--- src/rtl/fetch_issue.sv ---
// fetch_issue: front-end stage ahead of the ALU.
//   Fetches 32-bit instructions over a req/ack port and decodes them into
//   opcode/A/B/val/cin/rd. Reads a 16x32 register file and issues to the ALU
//   over a valid/ready handshake. Owns the PC, takes redirects (pc_load) and
//   register writeback (wb_*).
// Ports:
//   clkout, rst_n          clock (rising edge), async active-low reset
//   imem_req/addr/ack/data instruction fetch port (req held until ack)
//   iss_valid/iss_ready    issue handshake to the ALU
//   opcode, A, B, val, cin, rd   decoded issue payload
//   flag_c                 ALU carry flag, sampled at decode
//   wb_en/wb_addr/wb_data  register writeback (reg 0 is hardwired to zero)
//   pc_load/pc_new         PC redirect, overrides the fetch/issue sequence
// Build option:
//   FETCH_ISSUE_BYPASS_EN  forward wb_data into A/B when the decode cycle
//                          reads the register being written; otherwise
//                          decode waits one cycle and re-reads the file.
module fetch_issue #(
  parameter int DATA_SIZE = 32,
  parameter int IPTR_SIZE = 4,
  parameter int REG_AW    = 4
) (
  input  logic                 clkout,
  input  logic                 rst_n,
  output logic                 imem_req,
  output logic [IPTR_SIZE-1:0] imem_addr,
  input  logic                 imem_ack,
  input  logic [31:0]          imem_data,
  output logic                 iss_valid,
  input  logic                 iss_ready,
  output logic [7:0]           opcode,
  output logic [DATA_SIZE-1:0] A,
  output logic [DATA_SIZE-1:0] B,
  output logic [DATA_SIZE-1:0] val,
  output logic                 cin,
  output logic [REG_AW-1:0]    rd,
  input  logic                 flag_c,
  input  logic                 wb_en,
  input  logic [REG_AW-1:0]    wb_addr,
  input  logic [DATA_SIZE-1:0] wb_data,
  input  logic                 pc_load,
  input  logic [IPTR_SIZE-1:0] pc_new
);

  typedef enum logic [1:0] {S_REQ, S_DEC, S_ISS} state_t;

  state_t                 state, state_nx;
  logic [IPTR_SIZE-1:0]   pc;
  logic [31:0]            ir;
  logic [DATA_SIZE-1:0]   regs [2**REG_AW];

  logic [REG_AW-1:0]      ra, rb;
  logic                   fetch_acc, iss_hs;
  logic                   hz_a, hz_b, stall;
  logic [DATA_SIZE-1:0]   rd_a, rd_b;

  function automatic logic [DATA_SIZE-1:0] sext_imm(input logic [13:0] imm);
    return {{(DATA_SIZE-14){imm[13]}}, imm};
  endfunction

  assign imem_addr = pc;
  assign ra        = ir[18 +: REG_AW];
  assign rb        = ir[14 +: REG_AW];

  // Only an ack answering a live request counts; this also drops any
  // response that was in flight across a reset.
  assign fetch_acc = (state == S_REQ) && imem_req && imem_ack;
  assign iss_hs    = iss_valid && iss_ready;

  assign hz_a = wb_en && (wb_addr != '0) && (wb_addr == ra);
  assign hz_b = wb_en && (wb_addr != '0) && (wb_addr == rb);

`ifdef FETCH_ISSUE_BYPASS_EN
  assign stall = 1'b0;
  assign rd_a  = hz_a ? wb_data : regs[ra];
  assign rd_b  = hz_b ? wb_data : regs[rb];
`else
  // Hold decode until the write has landed in the file.
  assign stall = (state == S_DEC) && (hz_a || hz_b);
  assign rd_a  = regs[ra];
  assign rd_b  = regs[rb];
`endif

  always_comb begin
    state_nx = state;
    case (state)
      S_REQ:   if (fetch_acc) state_nx = S_DEC;
      S_DEC:   if (!stall) state_nx = (ir[31:26] == 6'd0) ? S_REQ : S_ISS;
      S_ISS:   if (iss_hs) state_nx = S_REQ;
      default: state_nx = S_REQ;
    endcase
    if (pc_load) state_nx = S_REQ;
  end

  always_ff @(posedge clkout or negedge rst_n) begin
    if (!rst_n) begin
      state     <= S_REQ;
      pc        <= '0;
      imem_req  <= 1'b0;
      iss_valid <= 1'b0;
      opcode    <= '0;
      A         <= '0;
      B         <= '0;
      val       <= '0;
      cin       <= 1'b0;
      rd        <= '0;
    end else begin
      state <= state_nx;
      // A redirect drops the request for one cycle before fetching at pc_new.
      imem_req <= !pc_load && (state_nx == S_REQ);
      if (pc_load) begin
        pc        <= pc_new;
        iss_valid <= 1'b0;
      end else begin
        if (fetch_acc) pc <= pc + 1'b1;
        if (state == S_DEC && !stall) begin
          opcode    <= {2'b00, ir[31:26]};
          A         <= rd_a;
          B         <= rd_b;
          val       <= sext_imm(ir[13:0]);
          cin       <= flag_c;
          rd        <= ir[22 +: REG_AW];
          iss_valid <= (ir[31:26] != 6'd0);
        end else if (iss_hs) begin
          iss_valid <= 1'b0;
        end
      end
    end
  end

  always_ff @(posedge clkout) begin
    if (fetch_acc && !pc_load) ir <= imem_data;
  end

  // Entry 0 is never written, so reads of register 0 return zero.
  always_ff @(posedge clkout or negedge rst_n) begin
    if (!rst_n) begin
      for (int i = 0; i < 2**REG_AW; i++) regs[i] <= '0;
    end else if (wb_en && (wb_addr != '0)) begin
      regs[wb_addr] <= wb_data;
    end
  end

endmodule

--- config.mk ---
export PLATFORM = sky130hd
export DESIGN_NAME = fetch_issue
export DESIGN_NICKNAME = d
export VERILOG_FILES = /design/src/rtl/fetch_issue.sv
export SDC_FILE = /design/constraint.sdc
export NUM_CORES = 1
export LEC_CHECK = 0
export CAP_MARGIN = 20
export CORE_MARGIN = 8
export CORE_UTILIZATION = 45
export DETAILED_ROUTE_END_ITERATION = 8
export GPL_TIMING_DRIVEN = 0
export SLEW_MARGIN = 20
export SYNTH_ARGS = -nofsm -noshare
export SYNTH_HDL_FRONTEND = slang
export SYNTH_SLANG_ARGS = --single-unit
--- constraint.sdc ---
create_clock -name clkout -period 10.7 [get_ports clkout]
set_clock_uncertainty 0.1 [all_clocks]
set_input_delay 2.675 -clock clkout [delete_from_list [all_inputs] [get_ports clkout]]
set_output_delay 2.675 -clock clkout [all_outputs]
set_load 0.02 [all_outputs]
Word level (Yosys, flattened, before mapping)

Cells that the tools add are included.

Flip-flop bits (word level): 641
Input bits: 79
Output and inout bits: 115
Logic and storage cells: 82

Add/subtract/negate cells: 1
$lt $le $gt $ge: 4
Equal/unequal tests: 4
Muxes and demuxes: 20
Bitwise operators: 4
Reductions and logical operators: 22

Operators by type and width:

| cell                                                       | count |
|---|---|
| bitwise mux 512 bit                                        | 1 |
| binary-select mux 32 bit (select 4 bit)                    | 2 |
| two-way mux 32 bit                                         | 5 |
| demux 32 bit (select 4 bit)                                | 1 |
| >= comparator 5 bit, second input constant                 | 3 |
| inverter 4 -> 5 bit                                        | 3 |
| logical AND 1 bit                                          | 11 |
| two-way mux 2 bit                                          | 5 |
| == test 4 bit                                              | 2 |
| two-way mux 4 bit                                          | 2 |
| logical NOT 6 bit                                          | 1 |
| case mux 2 bit (3 select lines)                            | 1 |
| nonzero test 6 bit                                         | 1 |
| less-than comparator 5 x 1 -> 1 bit, second input constant | 1 |
| adder 4 x 1 -> 4 bit, second input constant                | 1 |
| logical NOT 2 bit                                          | 2 |
| nonzero test 4 bit                                         | 1 |
| two-way mux 1 bit                                          | 3 |
| nonzero test 3 bit                                         | 1 |
| == test 2 x 1 -> 1 bit, second input constant              | 1 |
| == test 2 bit, second input constant                       | 1 |
| logical NOT 1 bit                                          | 2 |
| AND reduction 2 bit                                        | 1 |
| nonzero test 2 bit                                         | 1 |
| 2 further kinds                                            | 2 |

Depth between registers and ports, before layout

Gate-level depths: netlist of run 1.

Depth in word-level cells: 10
Depth in mapped cells: 7

Least setup slack after synthesis of run 1

OpenSTA, ideal clock, no wires.

Kind: input to register
From: input port pc_load
To: register ir[0], enable pin
Library setup time: 501 ps
Arrival: 6026 ps
Data required time: 10099 ps
Setup slack: 4072 ps
Cell stages on the path: 2
Buffers on the path: 1
Path through: clkbuf_1 -> nor4_1

Word-level cells in the longest chain between the ends: 2

Ends and longest elaborated chain:

| element                | RTL line | RTL |
|---|---|---|
| start: declaration     | 41       | `input logic pc_load,` |
| logical NOT 1 bit      | 132      | `if (fetch_acc && !pc_load) ir <= imem_data;` |
| logical AND 1 bit      | 132      |  |
| end signal: assignment | 132      |  |
| end: declaration       | 49       | `logic [31:0] ir;` |

No other way between the ends.
A chain may end at the register's enable or synchronous reset.

Worst setup path after layout of run 1

From: input port wb_addr[2]
To: register regs[15] (netlist name)

Word-level cells in the longest chain between the ends: 6
Elaborated cells on any way between the ends: 9

Ends and longest elaborated chain:

| element                                                                                                 | RTL line | RTL |
|---|---|---|
| start: declaration                                                                                      | 39       | `input logic [REG_AW-1:0] wb_addr,` |
| inverter 4 -> 5 bit (not written as such)                                                               | 140      | `regs[wb_addr] <= wb_data;` |
| >= comparator 5 bit (not written as such) / less-than comparator 5 x 1 -> 1 bit (equally long branches) | 140      |  |
| logical AND 1 bit (not written as such)                                                                 | 140      |  |
| two-way mux 32 bit (not written as such)                                                                | 140      |  |
| demux 32 bit (select 4 bit)                                                                             | 140      |  |
| bitwise mux 512 bit                                                                                     | 140      |  |
| end signal: indexed assignment                                                                          | 140      |  |
| end: declaration                                                                                        | 50       | `logic [DATA_SIZE-1:0] regs [2**REG_AW];` |

Several ways; a longest one is shown, not always the timed one.

==> results of run 1 <==
-- layout make-up --
class,count,area (µm²)
fillers,5759,32500
clock buffers,110,2140
repair buffers,203,2140
clock inverters,20,230
multi-input cells,1093,14200
plain buffers,236,1230
well taps,940,1180
inverters,1,3.75
flip-flops and latches,641,16200
-- logic make-up (layout without fill, tap and decap cells) --
logic type	after synthesis	in the layout	synth area share
AOI/OAI and AO/OA	137	137	0.0325
xor gates and xnor gates	11	11	0.00305
adders and majority gates	1	1	0.000396
buffers and inverters	237	570	0.0391
DFF	641	641	0.512
muxes	827	827	0.396
other	1	2	0.000119
and+or+nand+nor	115	115	0.0162
-- power by group through the flow --
| stage | logic, W | registers [W] | clock network, W |
|---|---|---|---|
| floorplan | 0.00112 | 0.00345 | 0 |
| CTS | 0.00189 | 0.00337 | 0.00256 |
| detailed placement | 0.00188 | 0.00341 | 0 |
| global route | 0.00199 | 0.00345 | 0.00266 |
| global placement | 0.00183 | 0.00337 | 0 |
| finish | 0.00186 | 0.00338 | 0.00250 |
-- flip-flops by register name, summed over array words and instances, names as in the netlist --
signal / cells
A: 32
regs: 512
val: 14
imem_req: 1
ir: 32
B: 32
rd: 4
opcode: 6
cin: 1
state: 2
iss_valid: 1
imem_addr: 4
-- layer usage --
layer	track usage	vias to the layer above	wire, µm
li1	-	8079	-
met1	0.319	10439	39200
met2	0.383	718	44100
met3	0.0520	193	6960
met4	0.0918	2	3420
met5	0	-	11
-- worst max-delay path: cells and delay by family --
family	cells	cell delay, ps
mux	1	420
simple gates	2	640
buf+inv	3	1830
-- per-stage QoR --
stage	cells	area, µm²	hold WS, ps	power [W]	setup WS [ps]
floorplan	1971	31600	341	0.00456	4070
global placement	3100	34700	353	0.00520	-20540
detailed placement	3113	34900	364	0.00529	5000
CTS	3243	37300	377	0.00782	5660
global route	3244	37300	395	0.00810	5570
finish	3244	37300	375	0.00774	5500
-- how the worst min path moves through the flow --
| stage | start | end | cells past startpoint |
|---|---|---|---|
| global placement | regs[486]$_DFFE_PN0P_ | regs[486]$_DFFE_PN0P_ | 1 |
| global route | regs[504]$_DFFE_PN0P_ | regs[504]$_DFFE_PN0P_ | 1 |
| detailed placement | ir[6]$_DFFE_PP_ | val[6]$_DFFE_PN0P_ | 1 |
| finish | ir[6]$_DFFE_PP_ | val[6]$_DFFE_PN0P_ | 1 |
| floorplan | regs[480]$_DFFE_PN0P_ | regs[480]$_DFFE_PN0P_ | 1 |
| CTS | ir[6]$_DFFE_PP_ | val[6]$_DFFE_PN0P_ | 1 |
-- cell usage in the layout, fill, tap and decap left out, types with 5 or more instances in the layout --
cell type and instances:
a22oi_1 128, buf_1 18, buf_16 7, buf_2 38, buf_4 34, buf_6 25, clkbuf_1 147, clkbuf_16 74
clkbuf_8 15, clkdlybuf4s50_1 188, clkinv_2 6, dfrtp_1 609, edfxtp_1 32, inv_6 6, mux2_1 63, mux2_2 419
mux2_4 88, mux4_2 256, nand2_1 72, nor2_1 14, nor2b_1 5, xor2_1 9
==> metrics.cfg, run 1 <==
[logic_synthesis]
syn_area_um2 = 31600
yosys-top-cells-count = dfrtp_1 (609), mux2_2 (419), mux4_2 (256)
synth_edf_count = 32
synth-main-ff-cell = dfrtp_1
synth_cell_types = 40
syn_area_per_cell_um2 = 16.0
synthArstFlopShare = 0.950
synth_top_area_frac = 0.482
ys_ff_latch = 641
synth.most_common_cell = dfrtp_1
synth.area.top_cells = dfrtp_1 (48%), mux4_2 (18%), mux2_2 (15%), mux2_4 (4.2%), a22oi_1 (3.0%)
ys_warn_count = 0
syn_inst = 1970
ys_seq_area_frac = 0.512
synth_area_leader_cell = dfrtp_1

[global_route]
grt_usage = 0.239
grt_pass1_vias = 21145
grt_pass1_wl_mm = 140
grt_overflow_total = 0
grt_max_degree = 99
antenna_found_initial = 2

[power_and_ir_drop]
ir_worst_vdd_mv = 0.130
power_frac_comb = 0.241
internal_power_w = 0.00562
power.density_nw_per_um2 = 208
leakage_nw = 15.8
power.switching_w = 0.00212
swShare = 0.274
clkPwrFrac = 0.323
power_frac_seq = 0.436

[job]
maxCapViolCount = 0

[worst_setup_path]
worst_r2r_endpoint = A[27]$_DFFE_PN0P_
required_ps = 11100
endpoint = regs[15]$_DFFE_PN0P_
cp-startpoint = wb_addr[2]
cp-end-kind = flip-flop
cp.arrival_ps = 5590
cpMaxStageDelayCell = clkbuf_1
path_max_fanout = 10
slowest_delay_ps = 960
rr_startpoint = ir[20]$_DFFE_PP_
critPathLaunchType = input pin
worstPathCellList = clkdlybuf4s50_1 -> buf_2 -> nand2_1 -> nor2_1 -> clkbuf_1 -> mux2_2
reg2reg_setup_slack_ps = 7480
ff2ff_path_depth = 6
critPathKind = input pin to flip-flop

[place]
port_buffers = 189
gp_congestion = 0.829
hpwl_mm = 62.2

[clocking]
cts.sinks = 641
cts_buffers = 74
clk_pin_slew_ps = 60
cts_resized = 0
holdBufCountCts = 0
cts_tree = built
cts_setup_buffers = 0
clk_latency_ps = 630
htree_num_levels = 3
cts_max_path_buffers = 3
cts_root_buffer = clkbuf_16

[drt]
drt-initial-drc-count = 1465
via_count = 19431
ant_nets = 0
drc = 0
wl_per_cell_um = 28.9
drt_pass1_iterations = 6
vias_per_cell = 5.99
drt_wl_total_mm = 93.7

[die]
die_h_um = 281
die_area_um2 = 79000
initial_core_util = 0.453
core.rowCount = 97
num_io_pins = 194
core_area_um2 = 69800
die_x_um = 281

[timing]
fmax_mhz = 192
fin_crit_sh = 0.486
min_period_ps = 5200
tightestPinTransition_ps = 1230
setup-tns-final_ps = 0
hold_viol = 0
setup_violations = 0
rsz0062_at_grt = no
relSlewSlack = 0.177
drv_slew = 0

[cells_and_area]
syn_to_final_growth_pct = 18.0
antennaDiodeCount = 0
drive_above_1_share = 0.425
final_core_util = 0.535
final_nets = 2330

[worst_hold_path]
hold_class = flip-flop to flip-flop

[outcome]
status = complete, no violations

Note: power is estimated with default switching activity, not from simulation.
==> inputs of run 2 (changes only) <==
Settings changed: PLACE_DENSITY set to 0.66.
Clock period 10.7 ns to 4.2 ns, I/O delays scaled along.
==> run 2 against run 1 <==
  * Via count up 0.11%
  * Clock power grew 150%
  * Cell count barely moved
  * Worst hold slack lost 72 ps
  * Cell area fell by 0.14%
  * Sequential share of layout area grew 0.063 points
  * Wire length decreased by 2.3%
  * Die area stayed put
==> metrics.cfg, run 2 (synthesized netlist as in run 1, its figures left out) <==
[drt]
via_count = 19453  ; was 19431
drt_pass1_iterations = 6  ; unchanged
drt_wl_total_mm = 91.5  ; was 93.7 mm
drt-initial-drc-count = 1404  ; was 1465
ant_nets = 0  ; unchanged
wl_per_cell_um = 28.2  ; was 28.9 µm
drc = 0  ; unchanged
vias_per_cell = 6.00  ; was 5.99

[clocking]
cts_root_buffer = clkbuf_16  ; unchanged
holdBufCountCts = 0  ; unchanged
cts_buffers = 72  ; was 74
htree_num_levels = 3  ; unchanged
clk_pin_slew_ps = 60  ; about the same
cts_setup_buffers = 0  ; unchanged
cts_max_path_buffers = 3  ; unchanged
cts.sinks = 641  ; unchanged
clk_latency_ps = 620  ; was 630 ps
cts_tree = built  ; unchanged
cts_resized = 0  ; unchanged

[cells_and_area]
final_nets = 2326  ; was 2330
final_core_util = 0.534  ; was 0.535
largest_reg_flops = 512  ; unchanged
nFillCells = 5658  ; was 5759
layout_common_cells = dfrtp_1 (609), mux2_2 (419), mux4_2 (256)  ; unchanged
drive_above_1_share = 0.425  ; about the same
regMostFlops = regs  ; unchanged
syn_to_final_growth_pct = 17.9  ; was 18.0%
seq_area_um2 = 16200  ; unchanged
multi_input_area_um2 = 14200  ; about the same
mostFrequentLayoutCell = dfrtp_1  ; unchanged

[die]
core.rowCount = 97  ; unchanged
core_area_um2 = 69800  ; unchanged
die_h_um = 281  ; unchanged
initial_core_util = 0.453  ; unchanged
num_io_pins = 194  ; unchanged
die_area_um2 = 79000  ; unchanged
die_x_um = 281  ; unchanged

[global_route]
grt_pass1_vias = 21480  ; was 21145
grt_overflow_total = 0  ; unchanged
grt_usage = 0.234  ; was 0.239
grt_pass1_wl_mm = 138  ; was 140 mm
antenna_found_initial = 6  ; was 2
grt_max_degree = 101  ; was 99

[worst_setup_path]
rr_startpoint = ir[20]$_DFFE_PP_  ; unchanged
slowest_delay_ps = 910  ; was 960 ps
crit_family = buffers and inverters  ; unchanged
critPathLaunchType = input pin  ; unchanged
path_max_fanout = 10  ; unchanged
reg2reg_setup_slack_ps = 1100  ; was 7480 ps
cp-end-kind = flip-flop  ; unchanged
cp-startpoint = wb_addr[2]  ; unchanged
required_ps = 4580  ; was 11100 ps
critPathKind = input pin to flip-flop  ; unchanged
worstPathCellList = clkdlybuf4s50_1 -> buf_2 -> nand2_1 -> nor2_1 -> clkbuf_1 -> mux2_2  ; unchanged
cpMaxStageDelayCell = clkbuf_1  ; unchanged
cp_num_buf_inv = 3  ; unchanged
cp.arrival_ps = 3890  ; was 5590 ps

[job]
maxCapViolCount = 0  ; unchanged

[timing]
tightestPinTransition_ps = 1160  ; was 1230 ps
min_period_ps = 3500
setup_violations = 0  ; unchanged
hold_viol = 0  ; unchanged
setup_slack_ps = 696  ; was 5500 ps
relSlewSlack = 0.226  ; was 0.177
drv_slew = 0  ; unchanged
rsz0062_at_grt = no  ; unchanged
fin_crit_sh = 0.834
fmax_mhz = 285
setup-tns-final_ps = 0  ; unchanged
worst_hold_slack_ps = 303  ; was 375 ps

[place]
port_buffers = 189  ; unchanged
place_ws_ps = 178  ; was 5000 ps
gp_congestion = 0.826  ; was 0.829
hpwl_mm = 61.5  ; was 62.2 mm

[power_and_ir_drop]
leakage_nw = 15.7  ; was 15.8 nW
total_power_w = 0.0195  ; was 0.00774 W
power.density_nw_per_um2 = 524  ; was 208 nW/µm²
ir_worst_vdd_mv = 0.422  ; was 0.130 mV

[outcome]
status = complete, no violations  ; unchanged

[worst_hold_path]
hold_class = input pin to asynchronous set/reset pin  ; was flip-flop to flip-flop

==> run 2: layout make-up <==
class                   count  share of cell area
clock buffers             108              0.0581
plain buffers             236              0.0330
diodes                      2            0.000134
inverters                   1            0.000101
clock inverters            21             0.00376
repair buffers            201              0.0575
well taps                 940              0.0316
multi-input cells        1093               0.381
flip-flops and latches    641               0.435
==> run 2: through the flow <==
step / instance area [µm²] / cells
2_1_floorplan: 31600 / 1971
3_3_place_gp: 34700 / 3100
3_5_place_dp: 34900 / 3110
4_1_cts: 37200 / 3239
5_1_grt: 37300 / 3242
6_report: 37300 / 3243
==> run 2: report_power, final <==
part | switching (W) | internal (W)
logic | 0.00183 | 0.00293
registers | 0.000976 | 0.00763
clock network | 0.00259 | 0.00357
==> run 2: final timing paths <==
kind,endpoint,depth (start not counted)
min in group clkout,regs[505]$_DFFE_PN0P_,1
worst max-delay path,regs[29]$_DFFE_PN0P_,6
worst min-delay path,A[7]$_DFFE_PN0P_,1
max in group asynchronous,A[23]$_DFFE_PN0P_,4
worst max register to register,A[17]$_DFFE_PN0P_,6
worst min register to register,regs[505]$_DFFE_PN0P_,1
==> run 2: routing by layer <==
| layer | track usage | wire, µm |
|---|---|---|
| met1 | 0.302 | 37000 |
| met2 | 0.376 | 43400 |
| met3 | 0.0674 | 7660 |
| met4 | 0.0888 | 3400 |
| met5 | 0 | 46 |
==> inputs of run 3 (changes only) <==
Clock period 4.2 ns to 2.87 ns, I/O delays scaled along.
==> run 3 against run 2 <==
  * The flow now finishes with violations (hold timing)
  * Highest routed layer unchanged
  * Total power increased by 50%
  * Worst hold slack got worse by 340 ps
  * Cell area increased by 0.79%
  * Register-to-register slack got worse by 1100 ps
  * Global-route usage decreased by 0.22 points
  * Wire length decreased by 0.18%
==> metrics.cfg, run 3 (synthesized netlist as in run 1, its figures left out) <==
[power_and_ir_drop]
ir_worst_vdd_mv = 0.491  ; was 0.422 mV
leakage_nw = 15.9  ; was 15.7 nW
power.density_nw_per_um2 = 782  ; was 524 nW/µm²
total_power_w = 0.0294  ; was 0.0195 W

[drt]
drt_pass1_iterations = 5  ; was 6
wl_per_cell_um = 28.2  ; about the same
drt_wl_total_mm = 91.4  ; was 91.5 mm
via_count = 19461  ; was 19453
drc = 0  ; unchanged
drt-initial-drc-count = 1449  ; was 1404
vias_per_cell = 6.00  ; about the same
ant_nets = 0  ; unchanged

[outcome]
violations = hold timing
status = complete, but fails checks  ; was complete, no violations

[job]
maxCapViolCount = 0  ; unchanged

[cells_and_area]
mostFrequentLayoutCell = dfrtp_1  ; unchanged
regMostFlops = regs  ; unchanged
layout_common_cells = dfrtp_1 (608), mux2_2 (419), mux4_2 (256)  ; was dfrtp_1 (609), mux2_2 (419), mux4_2 (256)
drive_above_1_share = 0.440  ; was 0.425
largest_reg_flops = 512  ; unchanged
design_area_um2 = 37600  ; was 37300 µm²
syn_to_final_growth_pct = 18.8  ; was 17.9%
final_nets = 2326  ; unchanged

[timing]
worst_hold_slack_ps = -34.5  ; was 303 ps
tightestPinTransition_ps = 1100  ; was 1160 ps
relSlewSlack = 0.266  ; was 0.226
fin_crit_sh = 0.988
min_period_ps = 2830
fmax_mhz = 353
setup_violations = 0  ; unchanged
drv_slew = 0  ; unchanged
setup_slack_ps = 35.8  ; was 696 ps
hold_viol = 10  ; was 0

[global_route]
grt_max_degree = 104  ; was 101
grt_pass1_vias = 20938  ; was 21480
antenna_found_initial = 5  ; was 6
grt_usage = 0.232  ; was 0.234
grt_overflow_total = 0  ; unchanged
grt_pass1_wl_mm = 137  ; was 138 mm

[worst_setup_path]
cp-end-kind = flip-flop  ; unchanged
critPathLaunchType = flip-flop  ; was input pin
required_ps = 3260  ; was 4580 ps
worst_r2r_endpoint = A[0]$_DFFE_PN0P_  ; was A[17]$_DFFE_PN0P_
critPathKind = flip-flop to flip-flop  ; was input pin to flip-flop
cp.arrival_ps = 3230  ; was 3890 ps
path_max_fanout = 10  ; unchanged
reg2reg_setup_slack_ps = 40  ; was 1100 ps
ff2ff_path_depth = 6  ; unchanged
rr_startpoint = ir[20]$_DFFE_PP_  ; unchanged

[place]
port_buffers = 189  ; unchanged
placedInstanceArea_um2 = 34900  ; about the same
place_ws_ps = -809  ; was 178 ps
gp_congestion = 0.830  ; was 0.826
hpwl_mm = 60.7  ; was 61.5 mm

[die]
num_io_pins = 194  ; unchanged
die_area_um2 = 79000  ; unchanged
die_x_um = 281  ; unchanged
die_h_um = 281  ; unchanged
core_area_um2 = 69800  ; unchanged
core.rowCount = 97  ; unchanged
initial_core_util = 0.453  ; unchanged

[clocking]
cts_root_buffer = clkbuf_16  ; unchanged
cts.sinks = 641  ; unchanged
htree_num_levels = 3  ; unchanged
clk_latency_ps = 630  ; was 620 ps
clk_pin_slew_ps = 60  ; about the same
cts_buffers = 72  ; unchanged
cts_max_path_buffers = 3  ; unchanged
cts_tree = built  ; unchanged

[worst_hold_path]
hold_class = input pin to asynchronous set/reset pin  ; unchanged

run 3: cell types whose count changed in the layout (fill, tap and decap cells not counted), sizes merged:
cell	previous run	this run
bufinv	0	8
clkdlybuf4s15	0	5
buf	123	114
clkbuf	234	235
nand2	73	74
diode	2	1
clkinv	13	14
clkinvlp	5	1
inv	4	2
run 3: worst max path at each step:
stage | start | end | slack [ps] | depth (start not counted)
after floorplan | pc_load | ir[0]$_DFFE_PP_ | 250 | 2
after global placement | rst_n | regs[152]$_DFFE_PN0P_ | -25700 | 1
after detailed placement | wb_addr[3] | regs[15]$_DFFE_PN0P_ | -810 | 6
after CTS | ir[16]$_DFFE_PP_ | B[31]$_DFFE_PN0P_ | 1 | 6
after global routing | ir[16]$_DFFE_PP_ | B[29]$_DFFE_PN0P_ | -5 | 6
final | ir[20]$_DFFE_PP_ | A[0]$_DFFE_PN0P_ | 40 | 6
run 3: per-layer routing:
metal,GRT usage,vias up,part of all wire
met5,0,-,0.00046
met2,0.366,762,0.47
met1,0.310,10410,0.42
li1,-,8074,-
met4,0.0938,6,0.040
met3,0.0543,209,0.074
run 3: timing repair:
action | in CTS | in global routing
endpoints found under the setup margin | 121 | 79
pin swaps | 0 | 2
hold buffers | 0 | 0
buffers inserted | 0 | 2
gates cloned | 0 | 1
resized for setup | 29 | 9
run 3: power by group:
group | switching, W | total (W) | internal, W | leakage (nW)
Clock | 0.00382 | 0.00981 | 0.00600 | 1.25
Combinational | 0.00266 | 0.00695 | 0.00428 | 6.81
Sequential | 0.00143 | 0.0126 | 0.0112 | 7.87
Total | 0.00791 | 0.0294 | 0.0215 | 15.9
run 3: cell type report:
| cell class | count | area (µm²) |
|---|---|---|
| inverters | 1 | 3.75 |
| well taps | 940 | 1180 |
| repair buffers | 200 | 2130 |
| diodes | 1 | 2.50 |
| clock buffers | 106 | 2180 |
| plain buffers | 236 | 1300 |
| fillers | 5632 | 32200 |
| multi-input cells | 1094 | 14200 |
| flip-flops and latches | 641 | 16200 |
| clock inverters | 24 | 343 |
run 3: through the flow:
| stage | cells | hold WS (ps) | setup TNS (ps) | utilization |
|---|---|---|---|---|
| 2_1_floorplan | 1971 | 322 | 0 | - |
| 3_3_place_gp | 3100 | 353 | - | 0.497 |
| 3_5_place_dp | 3109 | 364 | -194240 | 0.500 |
| 4_1_cts | 3239 | 1.19 | 0 | 0.537 |
| 5_1_grt | 3242 | 4.50 | -4.99 | 0.538 |
| 6_report | 3243 | -34.5 | 0 | 0.538 |
run 3: worst max-delay path: stages (launching register included):
cell and delay [ps]:
edfxtp_1 370, clkbuf_1 510, clkdlybuf4s15_2 600, mux4_2 400, a22oi_1 240, nand2_1 180, mux2_4 300
